--- config.mk ---
export PLATFORM = sky130hd
export DESIGN_NAME = instruction_fetch_unit_flat
export DESIGN_NICKNAME = d
export VERILOG_FILES = /design/src/rtl/cpu_pkg.sv /design/src/rtl/instruction_fetch_unit_if.sv /design/src/rtl/pc_register.sv /design/src/rtl/instruction_fetch_unit.sv /design/src/flat_wrapper.sv
export SDC_FILE = /design/constraint.sdc
export NUM_CORES = 1
export LEC_CHECK = 0
export BUFFER_PORTS_ARGS = -buffer_cell sky130_fd_sc_hd__buf_2
export CORE_UTILIZATION = 50
export DETAILED_ROUTE_END_ITERATION = 6
export HOLD_SLACK_MARGIN = 0.08
export PLACE_DENSITY = 0.78
export SYNTH_ARGS = -nofsm -noshare
export SYNTH_HDL_FRONTEND = slang
export SYNTH_SLANG_ARGS = --single-unit
--- constraint.sdc ---
create_clock -name clk -period 1.8 [get_ports clk]
set_input_delay 0.18 -clock clk [delete_from_list [all_inputs] [get_ports clk]]
set_output_delay 0.18 -clock clk [all_outputs]
set_load 0.01 [all_outputs]
--- src/rtl/cpu_pkg.sv ---
// Shared control-unit types: fetch FSM encoding, bus width defaults, PC source priority.
// Pure declarations, no logic, no latency, no backpressure.
package cpu_pkg;

    localparam int ADDR_W_DEF = 8;
    localparam int DATA_W_DEF = 8;

    typedef enum logic [1:0] {
        IDLE = 2'd0,
        REQ  = 2'd1,
        WAIT = 2'd2
    } fetch_state_e;

    // Higher value wins when several PC updates are requested together.
    typedef enum logic [1:0] {
        PC_SRC_HOLD = 2'd0,
        PC_SRC_INC  = 2'd1,
        PC_SRC_LOAD = 2'd2
    } pc_src_e;

    function automatic pc_src_e pc_src_sel(input logic load, input logic inc);
        if (load)
            return PC_SRC_LOAD;
        else if (inc)
            return PC_SRC_INC;
        else
            return PC_SRC_HOLD;
    endfunction

endpackage

--- src/rtl/instruction_fetch_unit_if.sv ---
// Fetch-unit bus: control-unit requests, RAM read port and IR/PC status.
// Wires only; no latency; RAM side is valid-only, with no ready.
interface instruction_fetch_unit_if #(
    parameter int ADDR_W = 8,
    parameter int DATA_W = 8
);
    logic              fetch;
    logic              pc_inc;
    logic              pc_load;
    logic [ADDR_W-1:0] pc_load_value;
    logic [DATA_W-1:0] ram_data;
    logic              ram_valid;
    logic [ADDR_W-1:0] ram_addr;
    logic              ram_rd;
    logic [DATA_W-1:0] instruction;
    logic              ir_valid;
    logic              busy;
    logic [ADDR_W-1:0] pc;
    logic              fault;

    modport master (
        output fetch, pc_inc, pc_load, pc_load_value, ram_data, ram_valid,
        input  ram_addr, ram_rd, instruction, ir_valid, busy, pc, fault
    );

    modport slave (
        input  fetch, pc_inc, pc_load, pc_load_value, ram_data, ram_valid,
        output ram_addr, ram_rd, instruction, ir_valid, busy, pc, fault
    );
endinterface

--- src/rtl/pc_register.sv ---
// Program counter register with load and modulo-2^ADDR_W increment.
// Updates one cycle after the request; load beats inc; never stalls.
module pc_register #(
    parameter int ADDR_W = 8
) (
    input  logic              clk,
    input  logic              rst_n,
    input  logic              load,
    input  logic [ADDR_W-1:0] load_value,
    input  logic              inc,
    output logic [ADDR_W-1:0] pc
);

    always_ff @(posedge clk or negedge rst_n) begin
        if (!rst_n)
            pc <= '0;
        else if (load)
            pc <= load_value;
        else if (inc)
            pc <= pc + ADDR_W'(1);
    end

endmodule

--- src/rtl/instruction_fetch_unit.sv ---
// Instruction fetch: owns PC and IR, reads RAM at PC, then post-increments PC.
// Latency is 3 cycles from FETCH to IR_VALID, plus RAM wait cycles; it abandons the read after TIMEOUT WAIT cycles.
module instruction_fetch_unit
    import cpu_pkg::*;
#(
    parameter int ADDR_W  = ADDR_W_DEF,
    parameter int DATA_W  = DATA_W_DEF,
    parameter int TIMEOUT = 15
) (
    input  logic                      clk,
    input  logic                      rst_n,
    instruction_fetch_unit_if.slave   bus
);

    localparam logic [7:0] TIMEOUT_C = 8'(TIMEOUT);

    fetch_state_e      state;
    logic [7:0]        wait_cnt;
    logic [7:0]        wait_cnt_nxt;
    logic [DATA_W-1:0] ir;
    logic              ir_valid;
    logic              ram_rd;
    logic              busy;
    logic              fault;
    logic [ADDR_W-1:0] pc;
    logic              inc_req;
    pc_src_e           pc_src;

    // The post-increment happens on RAM_VALID in WAIT. An operand skip happens only in IDLE, when no fetch is requested.
    assign inc_req      = ((state == IDLE) && bus.pc_inc && !bus.fetch) ||
                          ((state == WAIT) && bus.ram_valid);
    assign pc_src       = pc_src_sel(bus.pc_load, inc_req);
    assign wait_cnt_nxt = wait_cnt + 8'd1;

    pc_register #(.ADDR_W(ADDR_W)) u_pc_register (
        .clk        (clk),
        .rst_n      (rst_n),
        .load       (pc_src == PC_SRC_LOAD),
        .load_value (bus.pc_load_value),
        .inc        (pc_src == PC_SRC_INC),
        .pc         (pc)
    );

    always_ff @(posedge clk or negedge rst_n) begin
        if (!rst_n) begin
            state    <= IDLE;
            wait_cnt <= '0;
            ir       <= '0;
            ir_valid <= 1'b0;
            ram_rd   <= 1'b0;
            busy     <= 1'b0;
            fault    <= 1'b0;
        end else begin
            ram_rd <= 1'b0;
            if (bus.pc_load) begin
                // A jump aborts any fetch in flight and discards a response in the same cycle.
                state <= IDLE;
                busy  <= 1'b0;
            end else begin
                case (state)
                    IDLE: begin
                        if (bus.fetch) begin
                            state    <= REQ;
                            ir_valid <= 1'b0;
                            ram_rd   <= 1'b1;
                            busy     <= 1'b1;
                        end
                    end
                    REQ: begin
                        wait_cnt <= '0;
                        state    <= WAIT;
                    end
                    WAIT: begin
                        if (bus.ram_valid) begin
                            ir       <= bus.ram_data;
                            ir_valid <= 1'b1;
                            state    <= IDLE;
                            busy     <= 1'b0;
                        end else begin
                            wait_cnt <= wait_cnt_nxt;
                            if (wait_cnt_nxt == TIMEOUT_C) begin
                                fault <= 1'b1;
                                state <= IDLE;
                                busy  <= 1'b0;
                            end
                        end
                    end
                    default: begin
                        state <= IDLE;
                        busy  <= 1'b0;
                    end
                endcase
            end
        end
    end

    assign bus.ram_addr    = pc;
    assign bus.pc          = pc;
    assign bus.ram_rd      = ram_rd;
    assign bus.instruction = ir;
    assign bus.ir_valid    = ir_valid;
    assign bus.busy        = busy;
    assign bus.fault       = fault;

endmodule

--- src/flat_wrapper.sv ---
// flat-port wrapper written by rule: the top's interface ports become plain ports
module instruction_fetch_unit_flat import cpu_pkg::*;
#(
    parameter int ADDR_W  = ADDR_W_DEF,
    parameter int DATA_W  = DATA_W_DEF,
    parameter int TIMEOUT = 15
)
  (clk, rst_n, bus_fetch, bus_pc_inc, bus_pc_load, bus_pc_load_value, bus_ram_data, bus_ram_valid, bus_ram_addr, bus_ram_rd, bus_instruction, bus_ir_valid, bus_busy, bus_pc, bus_fault);
  instruction_fetch_unit_if #(.ADDR_W(ADDR_W), .DATA_W(DATA_W)) bus_i ();
  input  logic clk;
  input  logic rst_n;
  input wire logic [$bits(bus_i.fetch)-1:0] bus_fetch;
  input wire logic [$bits(bus_i.pc_inc)-1:0] bus_pc_inc;
  input wire logic [$bits(bus_i.pc_load)-1:0] bus_pc_load;
  input wire logic [$bits(bus_i.pc_load_value)-1:0] bus_pc_load_value;
  input wire logic [$bits(bus_i.ram_data)-1:0] bus_ram_data;
  input wire logic [$bits(bus_i.ram_valid)-1:0] bus_ram_valid;
  output wire logic [$bits(bus_i.ram_addr)-1:0] bus_ram_addr;
  output wire logic [$bits(bus_i.ram_rd)-1:0] bus_ram_rd;
  output wire logic [$bits(bus_i.instruction)-1:0] bus_instruction;
  output wire logic [$bits(bus_i.ir_valid)-1:0] bus_ir_valid;
  output wire logic [$bits(bus_i.busy)-1:0] bus_busy;
  output wire logic [$bits(bus_i.pc)-1:0] bus_pc;
  output wire logic [$bits(bus_i.fault)-1:0] bus_fault;
  assign bus_i.fetch = bus_fetch;
  assign bus_i.pc_inc = bus_pc_inc;
  assign bus_i.pc_load = bus_pc_load;
  assign bus_i.pc_load_value = bus_pc_load_value;
  assign bus_i.ram_data = bus_ram_data;
  assign bus_i.ram_valid = bus_ram_valid;
  assign bus_ram_addr = bus_i.ram_addr;
  assign bus_ram_rd = bus_i.ram_rd;
  assign bus_instruction = bus_i.instruction;
  assign bus_ir_valid = bus_i.ir_valid;
  assign bus_busy = bus_i.busy;
  assign bus_pc = bus_i.pc;
  assign bus_fault = bus_i.fault;
  instruction_fetch_unit #(.ADDR_W(ADDR_W), .DATA_W(DATA_W), .TIMEOUT(TIMEOUT)) u_core (.clk(clk), .rst_n(rst_n), .bus(bus_i));
endmodule
==> flow_metrics.env, run 1 <==
export IMPL_status="complete, no violations"
export IMPL_grt_max_degree=31
export IMPL_start_kind="flip-flop"
export IMPL_die_h_um=58.7
export IMPL_relSlewSlack=0.563
export IMPL_drt_total_wl_um=3590
export IMPL_io_buffers=49
export IMPL_core_area_um2=3050
export IMPL_cp_max_fo=6
export IMPL_cts_tree="yes"
export IMPL_critPathArrivalTime_ns=1.87
export IMPL_wl_per_cell_um=13.8
export IMPL_cts_buffers_inserted=5
export IMPL_fmax_mhz=604
export IMPL_r2r_cells=4
export IMPL_final_min_clock_period_ns=1.66
export IMPL_place_ws_ns=0.132
export IMPL_worstMarginPinSlew_ns=0.655
export IMPL_synth_top_family_by_area="compound AO/OA/AOI/OAI gates"
export IMPL_synth_fa_ha_area_frac=0.0234
export IMPL_async_reset_ff_frac=1.00
export IMPL_gp_congestion=0.825
export IMPL_detail_route_iter0_violations=65
export IMPL_power_switching_uw=490
export IMPL_path_class="reg2reg"
export IMPL_seq_power_share=0.489
export IMPL_worst_slack_ns=0.145
export IMPL_syn_avg_cell_area_um2=10.2
export IMPL_syn_nets=182
export IMPL_grt_overflow=0
export IMPL_grt_pass1_wl_um=5780
export IMPL_htreeDepth=2
export IMPL_cts_root_buffer="clkbuf_4"
export IMPL_nets=241
export IMPL_synth_top_area_cell="dfrtp_1"
export IMPL_ys_flop_type="dfrtp_1"
export IMPL_synth_top_cell_area_share=0.467
export IMPL_grt_pass1_vias=1285
export IMPL_yosysSeqAreaShare=0.467
export IMPL_yosysWarnings=0
export IMPL_dp_hpwl_um=2500
export IMPL_firstDrtPassIters=4
export IMPL_clock_path_buffers=2
export IMPL_min_to="u_core.u_pc_register.pc[7]"
export IMPL_dieWidth_um=58.7
export IMPL_power_switching_share=0.288
export IMPL_powerDensity_nw_per_um2=823
export IMPL_worst_hold_path_num_cells=3
export IMPL_ys_ff_latch=30
export IMPL_r2r_start="u_core.state[1]"
export IMPL_p_int_uw=1210
export IMPL_hold_violations=0
export IMPL_min_period_over_period=0.920
export IMPL_synth_compound_area_frac=0.171
export IMPL_final_antenna_net_count=0
export IMPL_cp_data_required_time_ns=2.02
export IMPL_vdd_ir_drop_worst_v=0.000470
export IMPL_combPwrFrac=0.220
export IMPL_io_pins=50
export IMPL_synth_xor_area_frac=0.0491
export IMPL_synth_edf_count=0
export IMPL_fin_skew_ns=0.00223
export IMPL_drv_cap=0
export IMPL_fillers=257
export IMPL_post_synth_top_count_cell="dfrtp_1"
export IMPL_synth_area_um2=1610
export IMPL_synthSimpleGateAreaFrac=0.155
export IMPL_hp_start="bus_pc_load_value[7]"
export IMPL_fin_tns_setup_ns=0
export IMPL_vias=1369
export IMPL_cts_sinks=30
export IMPL_setup_violations_final=0
export IMPL_route_detailed_drc=0
export IMPL_post_cts_setup_buffer_count=0
export IMPL_clk_pin_slew_ns=0.09
export IMPL_drv_slew=0
export IMPL_diodes=0
export IMPL_r2r_end="u_core.u_pc_register.pc[6]"
export IMPL_drive_above_1_share=0.359
export IMPL_die_area_um2=3440
export IMPL_rsz0062_at_grt="no"
export IMPL_synth_area_leaders="dfrtp_1 (47%), mux2_2 (5.6%), o21ai_0 (4.0%)"
export IMPL_synth_cells=157
export IMPL_ff2ff_setup_slack_ns=0.14
export IMPL_power_static_leakage_uw=0.000965
export IMPL_grt_util_all_layers=0.230
export IMPL_crit_path_end_kind="flip-flop"
export IMPL_rows=20
export IMPL_vias_per_cell=5.25
export IMPL_syn_to_final_growth_pct=28.5
export IMPL_ys_types=39
export IMPL_synth_common_cells="dfrtp_1 (30), nand2_1 (15), o21ai_0 (13)"
export IMPL_initial_core_util=0.526
export IMPL_grt_antenna_before_repair=0
export IMPL_muxShareOfSynthArea=0.0623
export IMPL_clock_power_share=0.291
export IMPL_clkLatencyLatePin_ns=0.33
export IMPL_hp_class="in2reg"
-- cell type report --
| cell class | instances | area [µm²] | share of cell area |
|---|---|---|---|
| Clock buffer | 8 | 78.8 | 0.0382 |
| Inverter | 3 | 11.3 | 0.00545 |
| Multi-Input combinational cell | 108 | 746 | 0.361 |
| Sequential cell | 30 | 751 | 0.364 |
| Tap cell | 44 | 55.1 | 0.0267 |
| Timing Repair Buffer | 68 | 423 | 0.205 |
-- worst max path at each step --
stage | cells past startpoint | to | slack [ns] | from
floorplan | 5 | u_core.u_pc_register.pc[7] | 0.26 | u_core.state[1]
global placement | 4 | u_core.u_pc_register.pc[7] | 0.18 | u_core.state[1]
detailed placement | 4 | u_core.wait_cnt[5] | 0.13 | u_core.state[0]
CTS | 4 | u_core.u_pc_register.pc[6] | 0.13 | u_core.state[1]
global route | 6 | u_core.bus.fault | 0.02 | u_core.wait_cnt[0]
finish | 4 | u_core.u_pc_register.pc[6] | 0.14 | u_core.state[1]
-- per-layer routing --
metal	up-vias	global-route usage	share of wire
li1	667	-	-
met3	6	0.0659	0.044
met4	0	0.0612	0.011
met5	-	0	0
met2	41	0.430	0.52
met1	655	0.255	0.42
-- power by group through the flow --
stage / sequential (µW) / combinational, µW / clock (µW)
4_1_cts: 829 / 371 / 506
3_3_place_gp: 832 / 340 / 0
3_5_place_dp: 843 / 348 / 0
2_1_floorplan: 866 / 181 / 0
5_1_grt: 843 / 413 / 541
6_report: 831 / 374 / 494
-- cells by family (layout without fill, tap and decap cells) --
group / Yosys count / count (layout)
fa+ha+maj: 3 / 3
flops: 30 / 30
xor+xnor: 9 / 9
buf+inv: 19 / 79
simple gates: 49 / 49
mux: 9 / 9
compound gates: 38 / 38
-- registers in the layout, indices dropped and copies added, names as in the netlist --
register,flops
u_core.bus.busy,1
u_core.bus.fault,1
u_core.bus.instruction,8
u_core.bus.ir_valid,1
u_core.bus.ram_rd,1
u_core.state,2
u_core.u_pc_register.pc,8
u_core.wait_cnt,8
-- worst max-delay path, stage by stage, from the launching register on --
cell and delay [ns]:
dfrtp_1 0.38, or3b_1 0.53, a2111oi_4 0.41, xnor2_1 0.16, o21ai_1 0.07
-- layout by cell type (no fill, tap or decap), drive strengths merged, types with 4 or more instances in the layout --
master / netlist / layout
a21oi: 4 / 4
buf: 14 / 54
clkbuf: 2 / 8
dfrtp: 30 / 30
dlygate4sd3: 0 / 14
mux2: 8 / 8
nand2: 15 / 15
nand3: 8 / 8
nand4: 4 / 4
nor2: 10 / 10
o21ai: 18 / 18
xnor2: 7 / 7
-- stage by stage --
| step | hold slack [ns] | cells | instance area (µm²) | util | power [µW] |
|---|---|---|---|---|---|
| 6_report | 0.0807 | 261 | 2060 | 0.676 | 1700 |
| 4_1_cts | 0.0817 | 260 | 2050 | 0.671 | 1710 |
| 5_1_grt | 0.0803 | 261 | 2060 | 0.676 | 1800 |
| 3_3_place_gp | 0.237 | 239 | 1840 | 0.603 | 1170 |
| 3_5_place_dp | 0.247 | 239 | 1840 | 0.603 | 1190 |
| 2_1_floorplan | -0.116 | 157 | 1610 | - | 1050 |
-- timing repair --
| action | 4_1_cts | 5_1_grt |
|---|---|---|
| endpoints found under the hold margin | 42 | 1 |
| hold buffers | 13 | 1 |
| endpoints found under the setup margin | 0 | 1 |
| gates resized for setup | 0 | 2 |
Power figures use the tool's default switching activity.
==> run 2: changes to the inputs <==
--- a/config.mk
+++ b/config.mk
@@ -6,6 +6,7 @@
 export NUM_CORES = 1
 export LEC_CHECK = 0
 export BUFFER_PORTS_ARGS = -buffer_cell sky130_fd_sc_hd__buf_2
+export CORE_ASPECT_RATIO = 0.6
 export CORE_UTILIZATION = 50
 export DETAILED_ROUTE_END_ITERATION = 6
 export HOLD_SLACK_MARGIN = 0.08
==> run 2 against run 1 <==
  * Register-to-register slack worse by 0.03 ns
  * Global-route usage down 1.1 points
  * Worst setup slack worse by 0.032 ns
  * Clock skew up 0.0015 ns
  * Clock power up 11%
  * Flip-flop and latch count unchanged
  * Combinational power down 5.3%
  * Critical path depth unchanged
  * Critical endpoint unchanged
  * Sequential share of layout area up 2.1 points
  * Via count down 3.4%
==> flow_metrics.env, run 2 (synthesis gave the netlist of run 1 again) <==
export IMPL_rows=15
export IMPL_nets=229
export IMPL_firstDrtPassIters=4
export IMPL_met2_length_um=1500
export IMPL_diodes=0
export IMPL_highest_layer="met4"
export IMPL_power_static_leakage_uw=0.000920
export IMPL_final_common_cell="buf_2"
export IMPL_detail_route_iter0_violations=69
export IMPL_io_buffers=49
export IMPL_initial_core_util=0.542
export IMPL_rsz0062_at_grt="no"
export IMPL_worstMarginPinSlew_ns=0.663
export IMPL_power_total_uw=1720
export IMPL_vias_per_cell=5.35
export IMPL_grt_overflow=0
export IMPL_drt_total_wl_um=3430
export IMPL_clkLatencyLatePin_ns=0.28
export IMPL_met3WireLength_um=203
export IMPL_die_area_um2=3450
export IMPL_fin_skew_ns=0.00376
export IMPL_hold_violations=0
export IMPL_cts_tree="yes"
export IMPL_path_class="reg2reg"
export IMPL_placed_cell_area_um2=1850
export IMPL_fmax_mhz=593
export IMPL_grt_util_all_layers=0.220
export IMPL_drv_cap=0
export IMPL_crit_path_end_kind="flip-flop"
export IMPL_vdd_ir_drop_worst_v=0.000456
export IMPL_most_common_layout_cells="buf_2 (49), dfrtp_1 (30), nand2_1 (15), o21ai_0 (13), nor2_1 (10)"
export IMPL_r2r_cells=4
export IMPL_final_min_clock_period_ns=1.69
export IMPL_relSlewSlack=0.558
export IMPL_vias=1322
export IMPL_start_kind="flip-flop"
export IMPL_cts_buffers_inserted=5
export IMPL_status="complete, no violations"
export IMPL_drv_slew=0
export IMPL_grt_max_degree=31
export IMPL_cp_data_required_time_ns=1.96
export IMPL_cp_max_fo=6
export IMPL_dieWidth_um=75.2
export IMPL_io_pins=50
export IMPL_cts_root_buffer="clkbuf_8"
export IMPL_grt_pass1_vias=1214
export IMPL_drive_above_1_share=0.376
export IMPL_syn_to_final_growth_pct=21.4
export IMPL_grt_antenna_before_repair=0
export IMPL_htreeDepth=2
export IMPL_powerDensity_nw_per_um2=882
export IMPL_final_antenna_net_count=0
export IMPL_clock_path_buffers=2
export IMPL_post_cts_setup_buffer_count=0
export IMPL_worst_hold_path_num_cells=3
export IMPL_setup_violations_final=0
export IMPL_core_area_um2=2970
export IMPL_fin_area_um2=1950
export IMPL_min_period_over_period=0.937
export IMPL_cts_sinks=30
export IMPL_gp_congestion=0.759
export IMPL_critPathArrivalTime_ns=1.84
export IMPL_route_detailed_drc=0
export IMPL_grt_pass1_wl_um=5330
export IMPL_met1_length_um=1710
export IMPL_wl_per_cell_um=13.9
export IMPL_die_h_um=45.9
export IMPL_hp_class="in2reg"
export IMPL_fin_tns_setup_ns=0
export IMPL_clk_pin_slew_ns=0.06
export IMPL_dp_hpwl_um=2560
-- run 2: cell types whose count changed in the layout (fill, tap and decap cells not counted) --
cell	previous run	this run
buf_4	5	6
clkbuf_1	0	1
and3_1	1	2
clkbuf_8	3	6
clkinv_2	0	1
dlygate4sd3_1	14	1
clkbuf_4	5	0
and3_2	1	0
-- run 2: path summary, 6_finish.rpt --
check,startpoint,endpoint,slack [ns]
worst max-delay path,u_core.state[1],u_core.u_pc_register.pc[6],0.11
worst min-delay path,bus_pc_load_value[3],u_core.u_pc_register.pc[3],0.12
worst max register to register,u_core.state[1],u_core.u_pc_register.pc[6],0.11
worst min register to register,u_core.bus.fault,u_core.bus.fault,0.48
max in group asynchronous,rst_n,u_core.u_pc_register.pc[1],0.89
min in group asynchronous,rst_n,u_core.bus.fault,0.48
-- run 2: critical path: stages (launching register included) --
cell	delay [ns]
dfrtp_1	0.38
or3b_1	0.54
a2111oi_4	0.42
xnor2_1	0.16
o21ai_1	0.07
-- run 2: power breakdown --
part	internal, µW	total, µW	leakage (µW)	switching, µW
registers	758	821	0.000389	63.1
clock network	308	546	0.0000482	238
logic	170	354	0.000483	184
total	1240	1720	0.000920	485
-- run 2: routing by layer --
layer / GRT usage / vias to the layer above
met4: 0.107 / 0
met2: 0.337 / 53
met1: 0.289 / 616
li1: - / 651
met3: 0.0619 / 2
met5: 0 / -
-- run 2: final cells by class --
class | instances | area (µm²)
multi-input combinational | 108 | 744
inverter | 3 | 11.3
fill | 254 | 1010
timing repair buffer | 56 | 300
clock inverter | 1 | 5.00
sequential | 30 | 751
tap | 42 | 52.6
clock buffer | 7 | 86.3
-- run 2: timing repair --
action	in CTS	in global routing
gates resized for setup	0	1
endpoints found under the hold margin	30	0
hold buffers	1	0
endpoints found under the setup margin	0	1
-- run 2: per-stage QoR --
stage | cells | setup slack [ns] | hold slack, ns | util
final | 247 | 0.113 | 0.118 | 0.658
after global routing | 247 | 0.0281 | 0.114 | 0.658
after CTS | 247 | 0.0980 | 0.109 | 0.657
after detailed placement | 238 | 0.107 | 0.253 | 0.622
after global placement | 238 | 0.179 | 0.236 | 0.622
after floorplan | 157 | 0.256 | -0.116 | -
